--- config.mk ---
export PLATFORM = sky130hd
export DESIGN_NAME = eth_tx_arbiter_flat
export DESIGN_NICKNAME = d
export VERILOG_FILES = /design/src/rtl/eth_tx_arbiter_if.sv /design/src/rtl/eth_tx_arbiter.sv /design/src/flat_wrapper.sv
export SDC_FILE = /design/constraint.sdc
export NUM_CORES = 1
export LEC_CHECK = 0
export CORE_MARGIN = 2
export CORE_UTILIZATION = 50
export CTS_BUF_LIST = sky130_fd_sc_hd__clkbuf_4 sky130_fd_sc_hd__clkbuf_8
export DETAILED_ROUTE_END_ITERATION = 10
export PLACE_DENSITY = 0.79
export SETUP_SLACK_MARGIN = 0.1
export SYNTH_ARGS = -nofsm -noshare
export SYNTH_HDL_FRONTEND = slang
export SYNTH_SLANG_ARGS = --single-unit
--- constraint.sdc ---
create_clock -name i_clk -period 6.31 [get_ports i_clk]
set_clock_uncertainty 0.1 [all_clocks]
set_input_delay 0.9465 -clock i_clk [delete_from_list [all_inputs] [get_ports i_clk]]
set_output_delay 0.9465 -clock i_clk [all_outputs]
set_load 0.005 [all_outputs]
--- src/rtl/eth_tx_arbiter_if.sv ---
// Signal bundle between three frame requesters, the transmit arbiter and the RGMII transmit path.
interface eth_tx_arbiter_if;
  logic [2:0]  i_req;
  logic [2:0]  o_grant;
  logic [7:0]  i_data0;
  logic [7:0]  i_data1;
  logic [7:0]  i_data2;
  logic [2:0]  i_valid;
  logic [2:0]  i_last;
  logic [7:0]  o_tx_data;
  logic        o_tx_valid;
  logic        o_busy;
  logic        o_err;
  logic [15:0] o_frame_cnt;

  modport slave (
    input  i_req, i_data0, i_data1, i_data2, i_valid, i_last,
    output o_grant, o_tx_data, o_tx_valid, o_busy, o_err, o_frame_cnt
  );

  modport master (
    output i_req, i_data0, i_data1, i_data2, i_valid, i_last,
    input  o_grant, o_tx_data, o_tx_valid, o_busy, o_err, o_frame_cnt
  );
endinterface

--- src/rtl/eth_tx_arbiter.sv ---
// Round-robin arbiter that hands the RGMII transmit byte stream to one of three requesters per frame,
// enforcing a first-byte timeout, a maximum frame length and an inter-frame gap.
module eth_tx_arbiter #(
  parameter int IFG_BYTES = 12,
  parameter int WAIT_MAX  = 64,
  parameter int LEN_MAX   = 1536
) (
  input  logic             i_clk,
  input  logic             i_rst,
  eth_tx_arbiter_if.slave  bus
);
  localparam int WW = $clog2(WAIT_MAX + 1);
  localparam int LW = $clog2(LEN_MAX + 1);
  localparam int IW = $clog2(IFG_BYTES + 1);
  localparam logic [WW-1:0] WAIT_LAST = WW'(WAIT_MAX - 1);
  localparam logic [LW-1:0] LEN_LAST  = LW'(LEN_MAX);
  localparam logic [IW-1:0] IFG_LAST  = IW'(IFG_BYTES - 1);

  typedef enum logic [1:0] {IDLE = 2'd0, WAIT = 2'd1, SEND = 2'd2, IFG = 2'd3} state_e;

  state_e        state_q, state_d;
  logic [1:0]    ptr_q, ptr_d;
  logic [2:0]    grant_q, grant_d;
  logic [WW-1:0] wait_cnt_q, wait_cnt_d;
  logic [LW-1:0] byte_cnt_q, byte_cnt_d;
  logic [IW-1:0] ifg_cnt_q, ifg_cnt_d;
  logic [7:0]    tx_data_q, tx_data_d;
  logic          tx_valid_q, tx_valid_d;
  logic          busy_q;
  logic          err_q, err_d;
  logic [15:0]   frame_cnt_q, frame_cnt_d;

  logic [1:0]    win_s;
  logic [7:0]    g_data_s;
  logic          g_valid_s;
  logic          g_last_s;
  logic [LW-1:0] byte_inc_s;

  // Nearest requesting index after ptr, walking (ptr+1, ptr+2, ptr+3) mod 3.
  function automatic logic [1:0] rr_pick(input logic [2:0] req, input logic [1:0] ptr);
    logic [1:0] pick;
    logic [1:0] idx;
    pick = 2'd0;
    for (int k = 2; k >= 0; k--) begin
      idx  = 2'((int'(ptr) + 1 + k) % 3);
      pick = req[idx] ? idx : pick;
    end
    return pick;
  endfunction

  assign win_s      = rr_pick(bus.i_req, ptr_q);
  assign byte_inc_s = byte_cnt_q + LW'(1);

  // Select the granted requester's byte lane.
  always_comb begin
    g_data_s  = 8'd0;
    g_valid_s = 1'b0;
    g_last_s  = 1'b0;
    case (grant_q)
      3'b001: begin g_data_s = bus.i_data0; g_valid_s = bus.i_valid[0]; g_last_s = bus.i_last[0]; end
      3'b010: begin g_data_s = bus.i_data1; g_valid_s = bus.i_valid[1]; g_last_s = bus.i_last[1]; end
      3'b100: begin g_data_s = bus.i_data2; g_valid_s = bus.i_valid[2]; g_last_s = bus.i_last[2]; end
      default: begin g_data_s = 8'd0; g_valid_s = 1'b0; g_last_s = 1'b0; end
    endcase
  end

  // Frame FSM next state, counters and output values.
  always_comb begin
    state_d     = state_q;
    ptr_d       = ptr_q;
    grant_d     = grant_q;
    wait_cnt_d  = wait_cnt_q;
    byte_cnt_d  = byte_cnt_q;
    ifg_cnt_d   = ifg_cnt_q;
    tx_data_d   = 8'd0;
    tx_valid_d  = 1'b0;
    err_d       = 1'b0;
    frame_cnt_d = frame_cnt_q;
    case (state_q)
      IDLE: begin
        if (|bus.i_req) begin
          ptr_d      = win_s;
          grant_d    = 3'b001 << win_s;
          wait_cnt_d = '0;
          byte_cnt_d = '0;
          state_d    = WAIT;
        end else begin
          grant_d    = 3'b000;
        end
      end
      WAIT, SEND: begin
        if (g_valid_s) begin
          tx_data_d  = g_data_s;
          tx_valid_d = 1'b1;
          byte_cnt_d = byte_inc_s;
          state_d    = SEND;
          // i_last wins over the length limit when both land on the same byte.
          if (g_last_s) begin
            grant_d     = 3'b000;
            frame_cnt_d = frame_cnt_q + 16'd1;
            ifg_cnt_d   = '0;
            state_d     = IFG;
          end else if (byte_inc_s == LEN_LAST) begin
            grant_d   = 3'b000;
            err_d     = 1'b1;
            ifg_cnt_d = '0;
            state_d   = IFG;
          end else begin
            state_d   = SEND;
          end
        end else if (state_q == WAIT) begin
          if (wait_cnt_q == WAIT_LAST) begin
            grant_d = 3'b000;
            err_d   = 1'b1;
            state_d = IDLE;
          end else begin
            wait_cnt_d = wait_cnt_q + WW'(1);
          end
        end else begin
          grant_d   = 3'b000;
          err_d     = 1'b1;
          ifg_cnt_d = '0;
          state_d   = IFG;
        end
      end
      IFG: begin
        // The gap is counted only once the last forwarded byte has left the output register.
        if (!tx_valid_q) begin
          if (ifg_cnt_q == IFG_LAST) begin
            ifg_cnt_d = '0;
            state_d   = IDLE;
          end else begin
            ifg_cnt_d = ifg_cnt_q + IW'(1);
          end
        end else begin
          ifg_cnt_d = ifg_cnt_q;
        end
      end
      default: begin
        grant_d = 3'b000;
        state_d = IDLE;
      end
    endcase
  end

  // State and output registers with synchronous active-low reset.
  always_ff @(posedge i_clk) begin
    if (!i_rst) begin
      state_q     <= IDLE;
      ptr_q       <= 2'd2;
      grant_q     <= 3'b000;
      wait_cnt_q  <= '0;
      byte_cnt_q  <= '0;
      ifg_cnt_q   <= '0;
      tx_data_q   <= 8'd0;
      tx_valid_q  <= 1'b0;
      busy_q      <= 1'b0;
      err_q       <= 1'b0;
      frame_cnt_q <= 16'd0;
    end else begin
      state_q     <= state_d;
      ptr_q       <= ptr_d;
      grant_q     <= grant_d;
      wait_cnt_q  <= wait_cnt_d;
      byte_cnt_q  <= byte_cnt_d;
      ifg_cnt_q   <= ifg_cnt_d;
      tx_data_q   <= tx_data_d;
      tx_valid_q  <= tx_valid_d;
      busy_q      <= (state_d != IDLE);
      err_q       <= err_d;
      frame_cnt_q <= frame_cnt_d;
    end
  end

  assign bus.o_grant     = grant_q;
  assign bus.o_tx_data   = tx_data_q;
  assign bus.o_tx_valid  = tx_valid_q;
  assign bus.o_busy      = busy_q;
  assign bus.o_err       = err_q;
  assign bus.o_frame_cnt = frame_cnt_q;
endmodule

--- src/flat_wrapper.sv ---
// flat-port wrapper written by rule: the top's interface ports become plain ports
module eth_tx_arbiter_flat 
#(
  parameter int IFG_BYTES = 12,
  parameter int WAIT_MAX  = 64,
  parameter int LEN_MAX   = 1536
)
  (i_clk, i_rst, bus_i_req, bus_i_data0, bus_i_data1, bus_i_data2, bus_i_valid, bus_i_last, bus_o_grant, bus_o_tx_data, bus_o_tx_valid, bus_o_busy, bus_o_err, bus_o_frame_cnt);
  eth_tx_arbiter_if bus_i ();
  input  logic i_clk;
  input  logic i_rst;
  input wire logic [$bits(bus_i.i_req)-1:0] bus_i_req;
  input wire logic [$bits(bus_i.i_data0)-1:0] bus_i_data0;
  input wire logic [$bits(bus_i.i_data1)-1:0] bus_i_data1;
  input wire logic [$bits(bus_i.i_data2)-1:0] bus_i_data2;
  input wire logic [$bits(bus_i.i_valid)-1:0] bus_i_valid;
  input wire logic [$bits(bus_i.i_last)-1:0] bus_i_last;
  output wire logic [$bits(bus_i.o_grant)-1:0] bus_o_grant;
  output wire logic [$bits(bus_i.o_tx_data)-1:0] bus_o_tx_data;
  output wire logic [$bits(bus_i.o_tx_valid)-1:0] bus_o_tx_valid;
  output wire logic [$bits(bus_i.o_busy)-1:0] bus_o_busy;
  output wire logic [$bits(bus_i.o_err)-1:0] bus_o_err;
  output wire logic [$bits(bus_i.o_frame_cnt)-1:0] bus_o_frame_cnt;
  assign bus_i.i_req = bus_i_req;
  assign bus_i.i_data0 = bus_i_data0;
  assign bus_i.i_data1 = bus_i_data1;
  assign bus_i.i_data2 = bus_i_data2;
  assign bus_i.i_valid = bus_i_valid;
  assign bus_i.i_last = bus_i_last;
  assign bus_o_grant = bus_i.o_grant;
  assign bus_o_tx_data = bus_i.o_tx_data;
  assign bus_o_tx_valid = bus_i.o_tx_valid;
  assign bus_o_busy = bus_i.o_busy;
  assign bus_o_err = bus_i.o_err;
  assign bus_o_frame_cnt = bus_i.o_frame_cnt;
  eth_tx_arbiter #(.IFG_BYTES(IFG_BYTES), .WAIT_MAX(WAIT_MAX), .LEN_MAX(LEN_MAX)) u_core (.i_clk(i_clk), .i_rst(i_rst), .bus(bus_i));
endmodule
-- Word-level counts from Yosys, hierarchy flattened
Cells that the tools add are included.
- reduce and logical (&&, ||, !) cells: 14
- order comparisons: 3
- shift operators: 1
- div/mod/pow operators: 3
- equal/unequal tests: 18
- mux-type cells: 49
- $add $sub $neg: 7
- operator list (kind ; number):
    modulo 32 x 3 -> 32 bit, second input constant ; 3
    adder 32 x 2 -> 32 bit, second input constant ; 1
    two-way mux 7 bit ; 4
    two-way mux 4 bit ; 6
    case mux 8 bit (3 select lines) ; 1
    two-way mux 11 bit ; 2
    case mux 11 bit (2 select lines) ; 1
    two-way mux 2 bit ; 10
    two-way mux 3 bit ; 6
    adder 16 x 1 -> 16 bit, second input constant ; 1
    case mux 7 bit (2 select lines) ; 1
    AND reduction 3 bit ; 4
    adder 11 x 1 -> 11 bit, second input constant ; 1
    equality test 11 bit, second input constant ; 1
    two-way mux 1 bit ; 10
    < comparator 2 x 3 -> 1 bit, second input constant ; 3
    case mux 4 bit (2 select lines) ; 1
    adder 7 x 1 -> 7 bit, second input constant ; 1
    equality test 7 x 6 -> 1 bit, second input constant ; 1
    binary-select mux 1 bit (select 2 bit) ; 3
    inequality test 2 x 1 -> 1 bit, second input constant ; 3
    inequality test 2 bit, second input constant ; 3
    case mux 1 bit (3 select lines) ; 2
    case mux 2 bit (3 select lines) ; 1
    other kinds (21) ; 25
- input bits: 35
- logic and storage cells: 106
- register bits: 56

-- Longest topological paths before layout
- depth in word-level cells: 11
- mapped depth: 9

-- Worst setup path before layout
Ideal clock, no wire load.
- kind: input -> register
- start: in bus_i_valid[1]
- end: reg u_core.frame_cnt_q[9] (netlist: u_core.bus.o_frame_cnt[9])
- arrival time: 2432 ps
- stages on the path: 6
- data required time: 6139 ps
- setup time: 71 ps
- path slack: 3707 ps
- cell sequence: and4bb_2 > o31ai_2 > or4_1 > buf_2 > or3_1 > a21oi_1
- cells in the longest elaborated chain, start to end: 2
- ends and longest elaborated chain (item ; RTL line ; text):
    start: declaration ; flat_wrapper.sv:16 ; input wire logic [$bits(bus_i.i_valid)-1:0] bus_i_valid;
    case mux 1 bit (3 select lines) ; eth_tx_arbiter.sv:59 ; case (grant_q)
    AND reduction 3 bit (no source line) ; -- ;
    end signal: assignment ; eth_tx_arbiter.sv:171 ; frame_cnt_q <= frame_cnt_d;
    end: declaration ; eth_tx_arbiter.sv:31 ; logic [15:0] frame_cnt_q, frame_cnt_d;
Every way passes these cells.
A chain may end at the register's enable or synchronous reset.

-- Worst setup path after layout
- start: in bus_i_valid[2]
- end: reg u_core.wait_cnt_q[3]
- cells in the longest elaborated chain, start to end: 3
- ends and longest elaborated chain (item ; RTL line ; text):
    case mux 1 bit (3 select lines) ; eth_tx_arbiter.sv:59 ;
    inequality test 2 bit (no source line) ; -- ;
    AND reduction 5 bit (no source line) ; -- ;
    end signal: assignment ; eth_tx_arbiter.sv:164 ; wait_cnt_q <= wait_cnt_d;
    end: declaration ; eth_tx_arbiter.sv:24 ; logic [WW-1:0] wait_cnt_q, wait_cnt_d;
Every way passes these cells.

==> impl_results.md <==
- DR vias/cell: 5.596
- Initial antenna violation count: 0
- Slowest CP cell: o21ai_0
- CP required: approximately 6.4 ns
- Reg-to-Reg Start: u_core.state_q[0]$_SDFF_PN0_
- Die ar.: between 0.006 and 0.007 sq mm
- Gr usage total: 0.2146
- Distinct cells, synth: 63
- Internal power: 629.0 uW
- Die Span Y: 82.16 um
- Die extent in x: 82.16 um
- Reg-to-reg endpoint: u_core.bus.o_frame_cnt[9]$_SDFFE_PN0P_
- FMAX: between 0.3 and 0.4 GHz
- Worst-case clock buffer depth: 2
- Power share of the clock group: 0.216
- Drt pass-1 iters: 4
- I/O pin cnt: between 60 and 70
- DR DRC count: 0
- Synthesis-to-finish area growth: 24.99%
- Seq cells post-synth: 56
- Most frequent cells after synthesis: dfxtp_1, nor2_1, nand2_1
- Setup crit end: u_core.wait_cnt_q[3]$_SDFFE_PN0P_
- PortBufs: 64
- Routed WL: 6774 um
- Crit-path max FO: 8
- Most common cell in the netlist: dfxtp_1
- Inserted Clock Buffers: 5
- Reg2Reg Depth: 6
- Setup violations, final: 0
- Final hold vios: 0
- Result of the run: completed
- Peak VDD IR: 0.0001811 V
- Net Count, Synth: between 400 and 500
- Slew @ Worst Pin: between 0.8 and 0.9 ns
- NetSw: roughly 340 uW
- Sw frac: 0.3478
- Total congestion overflow: 0
- Most used flip-flop cell after synthesis: dfxtp_1
- Clk root buf: clkbuf_8
- Final setup TNS: 0 ns
- DR iter-0 viols: 200
- Sequential cell area: roughly 0.0011 sq mm
- Global placement routability congestion: 0.9277
- Number of synthesized flops with an enable pin: 0
- Final period utilization: 0.4800
- Biggest area consumer among synthesized cells: dfxtp_1
- Ys Warns: 0
- Slew HR: 0.4611
- Antenna Nets Post-Route: 0
- Nets: ~470
- Critical path type: input pin to flip-flop
- Register area share after synthesis: 0.3671
- Core ar.: 0.005921 sq mm
- Min-Delay Path Class: flip-flop to flip-flop
- Clk Latency, worst-skew pair: 0.31 ns
- Cts hold-fix bufs: 0
- Syn_area_per_cell: 8.232 sq um
- # H-tree levels: 2
- Final min period: 3.029 ns
- FILL cells: 506
- Max-Cap Viols: 0
- Clock transition at path regs: 0.09 ns
- Power Density: 252.6 mW/mm^2
- Post-synth top area share: 0.3671
- Total Power: about 960 uW
- Rows: 28
- Crit path cell chain: clkdlybuf4s50_1 > and4bb_2 > nor4b_2 > o221ai_1 > o21ai_0 > a21oi_1
- Final slew viol count: 0
- Post-synthesis cell area: roughly 0.003 sq mm
- Vias in the first global route: roughly 2600
- Post-Syn Instances: 371
- Worst setup margin: 3.281 ns
- Postcts setup bufs: 0
- CTS tree: done
- Power share of the sequential group: 0.426
- R2R setup slack: 3.56 ns
- WL per Instance: 13.49 um
- Layout cells sized above 1: 0.06557
- Comb power frac: 0.358
- Crit. End Element: flip-flop
- DP Wirelength: 5031 um
- Async S/R FF share, synth: 0
- Util after Layout: 0.6448
- Number of diodes: 0
- CP max stage delay: between 0.5 and 0.6 ns
- Delay-heaviest family, CP: compound AO/OA/AOI/OAI gates
- Instance count on the critical path: 6
- RSZ-0062 raised after global routing: false
- CP startpoint: bus_i_valid[2]
- Pin count of the biggest net entering global routing: 31
- Crit path buf inv count: 1
- First-pass GRT wire length: about 12000 um
- Starting Density: 0.5158
- Pleak: 1.347 nW
- CTS Sinks: 56
- CP Launch Type: input pin
- Placement Setup Slack: approximately 3 ns
- Multi-input logic area: 0.001808 sq mm
- Worst path arrival time: 3.11 ns
- Synth area leaders: dfxtp_1, nor2_1, a21oi_1
- Post-cts resize count: 0
- Via Count: 2809
## worst reg2reg max path, cell delays in order, from the launching register on
cell and delay, ns:
dfxtp_1 0.42, inv_1 0.13, ha_1 0.53, o31ai_2 0.25, or4_1 0.74, or3_1 0.36
a21oi_1 0.14
## per-layer routing
| layer | vias up | share of wire | track usage |
|---|---|---|---|
| li1 | 1425 | - | - |
| met4 | 0 | 0.011 | 0.04167 |
| met1 | 1301 | 0.46 | 0.2729 |
| met2 | 75 | 0.47 | 0.3699 |
| met5 | - | 0 | 0 |
| met3 | 8 | 0.056 | 0.05435 |
## placed cells by master, fill, tap and decap left out, drive strengths merged, types with 7 or more instances in the layout
| cell type | Yosys | routed |
|---|---|---|
| xnor2 | 10 | 10 |
| a21oi | 29 | 29 |
| nand2 | 37 | 37 |
| clkdlybuf4s50 | 0 | 64 |
| o21ai | 16 | 16 |
| nand3 | 14 | 14 |
| inv | 12 | 12 |
| dfxtp | 56 | 56 |
| clkbuf | 11 | 8 |
| nor2 | 51 | 51 |
| ha | 11 | 11 |
| nor3 | 11 | 11 |
| a22oi | 10 | 10 |
| xor2 | 7 | 7 |
## per-stage QoR
step	area [sq um]	hold slack [ns]	cells
6_report	3817	0.3878	502
3_3_place_gp	3720	0.3694	494
3_5_place_dp	3720	0.3712	494
4_1_cts	3817	0.3847	502
2_1_floorplan	3054	0.3465	371
5_1_grt	3817	0.4188	502
## cell type report
class                      instances  share of cell area
multi-input combinational        285              0.4736
sequential                        56              0.2937
timing repair buffer              65              0.1698
clock buffer                       8             0.02557
tap                               75             0.02458
inverter                          13             0.01278
## power by group through the flow
stage | Clock (mW) | Sequential (mW) | Combinational (mW)
after floorplan | 0 | 0.402 | 0.256
after global placement | 0 | 0.418 | 0.339
after detailed placement | 0 | 0.418 | 0.342
after CTS | 0.214 | 0.411 | 0.344
after global routing | 0.226 | 0.416 | 0.381
final | 0.209 | 0.411 | 0.345
## sequential cells by signal (all words and copies together) (netlist names)
name and flops:
u_core.bus.o_grant 3, u_core.ifg_cnt_q 4, u_core.wait_cnt_q 7, u_core.bus.o_frame_cnt 16, u_core.bus.o_tx_valid 1, u_core.ptr_q 2
u_core.byte_cnt_q 11, u_core.bus.o_tx_data 8, u_core.bus.o_err 1, u_core.bus.o_busy 1, u_core.state_q 2
## worst min-delay path by stage
| stage | start | end | slack (ns) | cells past startpoint |
|---|---|---|---|---|
| 2_1_floorplan | u_core.ifg_cnt_q[2]$_SDFFE_PN0P_ | u_core.ifg_cnt_q[2]$_SDFFE_PN0P_ | 0.35 | 2 |
| 3_3_place_gp | u_core.ifg_cnt_q[1]$_SDFFE_PN0P_ | u_core.ifg_cnt_q[1]$_SDFFE_PN0P_ | 0.37 | 2 |
| 3_5_place_dp | u_core.wait_cnt_q[1]$_SDFFE_PN0P_ | u_core.wait_cnt_q[1]$_SDFFE_PN0P_ | 0.37 | 2 |
| 4_1_cts | u_core.wait_cnt_q[1]$_SDFFE_PN0P_ | u_core.wait_cnt_q[1]$_SDFFE_PN0P_ | 0.38 | 2 |
| 5_1_grt | u_core.ifg_cnt_q[1]$_SDFFE_PN0P_ | u_core.ifg_cnt_q[1]$_SDFFE_PN0P_ | 0.42 | 2 |
| 6_report | u_core.ifg_cnt_q[1]$_SDFFE_PN0P_ | u_core.ifg_cnt_q[1]$_SDFFE_PN0P_ | 0.39 | 2 |
## cell families (layout without fill, tap and decap cells)
group,count (synthesis),in the layout,synth area share
xor gates and xnor gates,17,17,0.04875
AOI/OAI and AO/OA,87,87,0.1950
buffers and inverters,30,86,0.04096
adders and majority gates,12,12,0.04834
DFF,56,56,0.3671
and+or+nand+nor,163,163,0.2802
muxes,6,6,0.01966
Power figures use the tool's default switching activity.
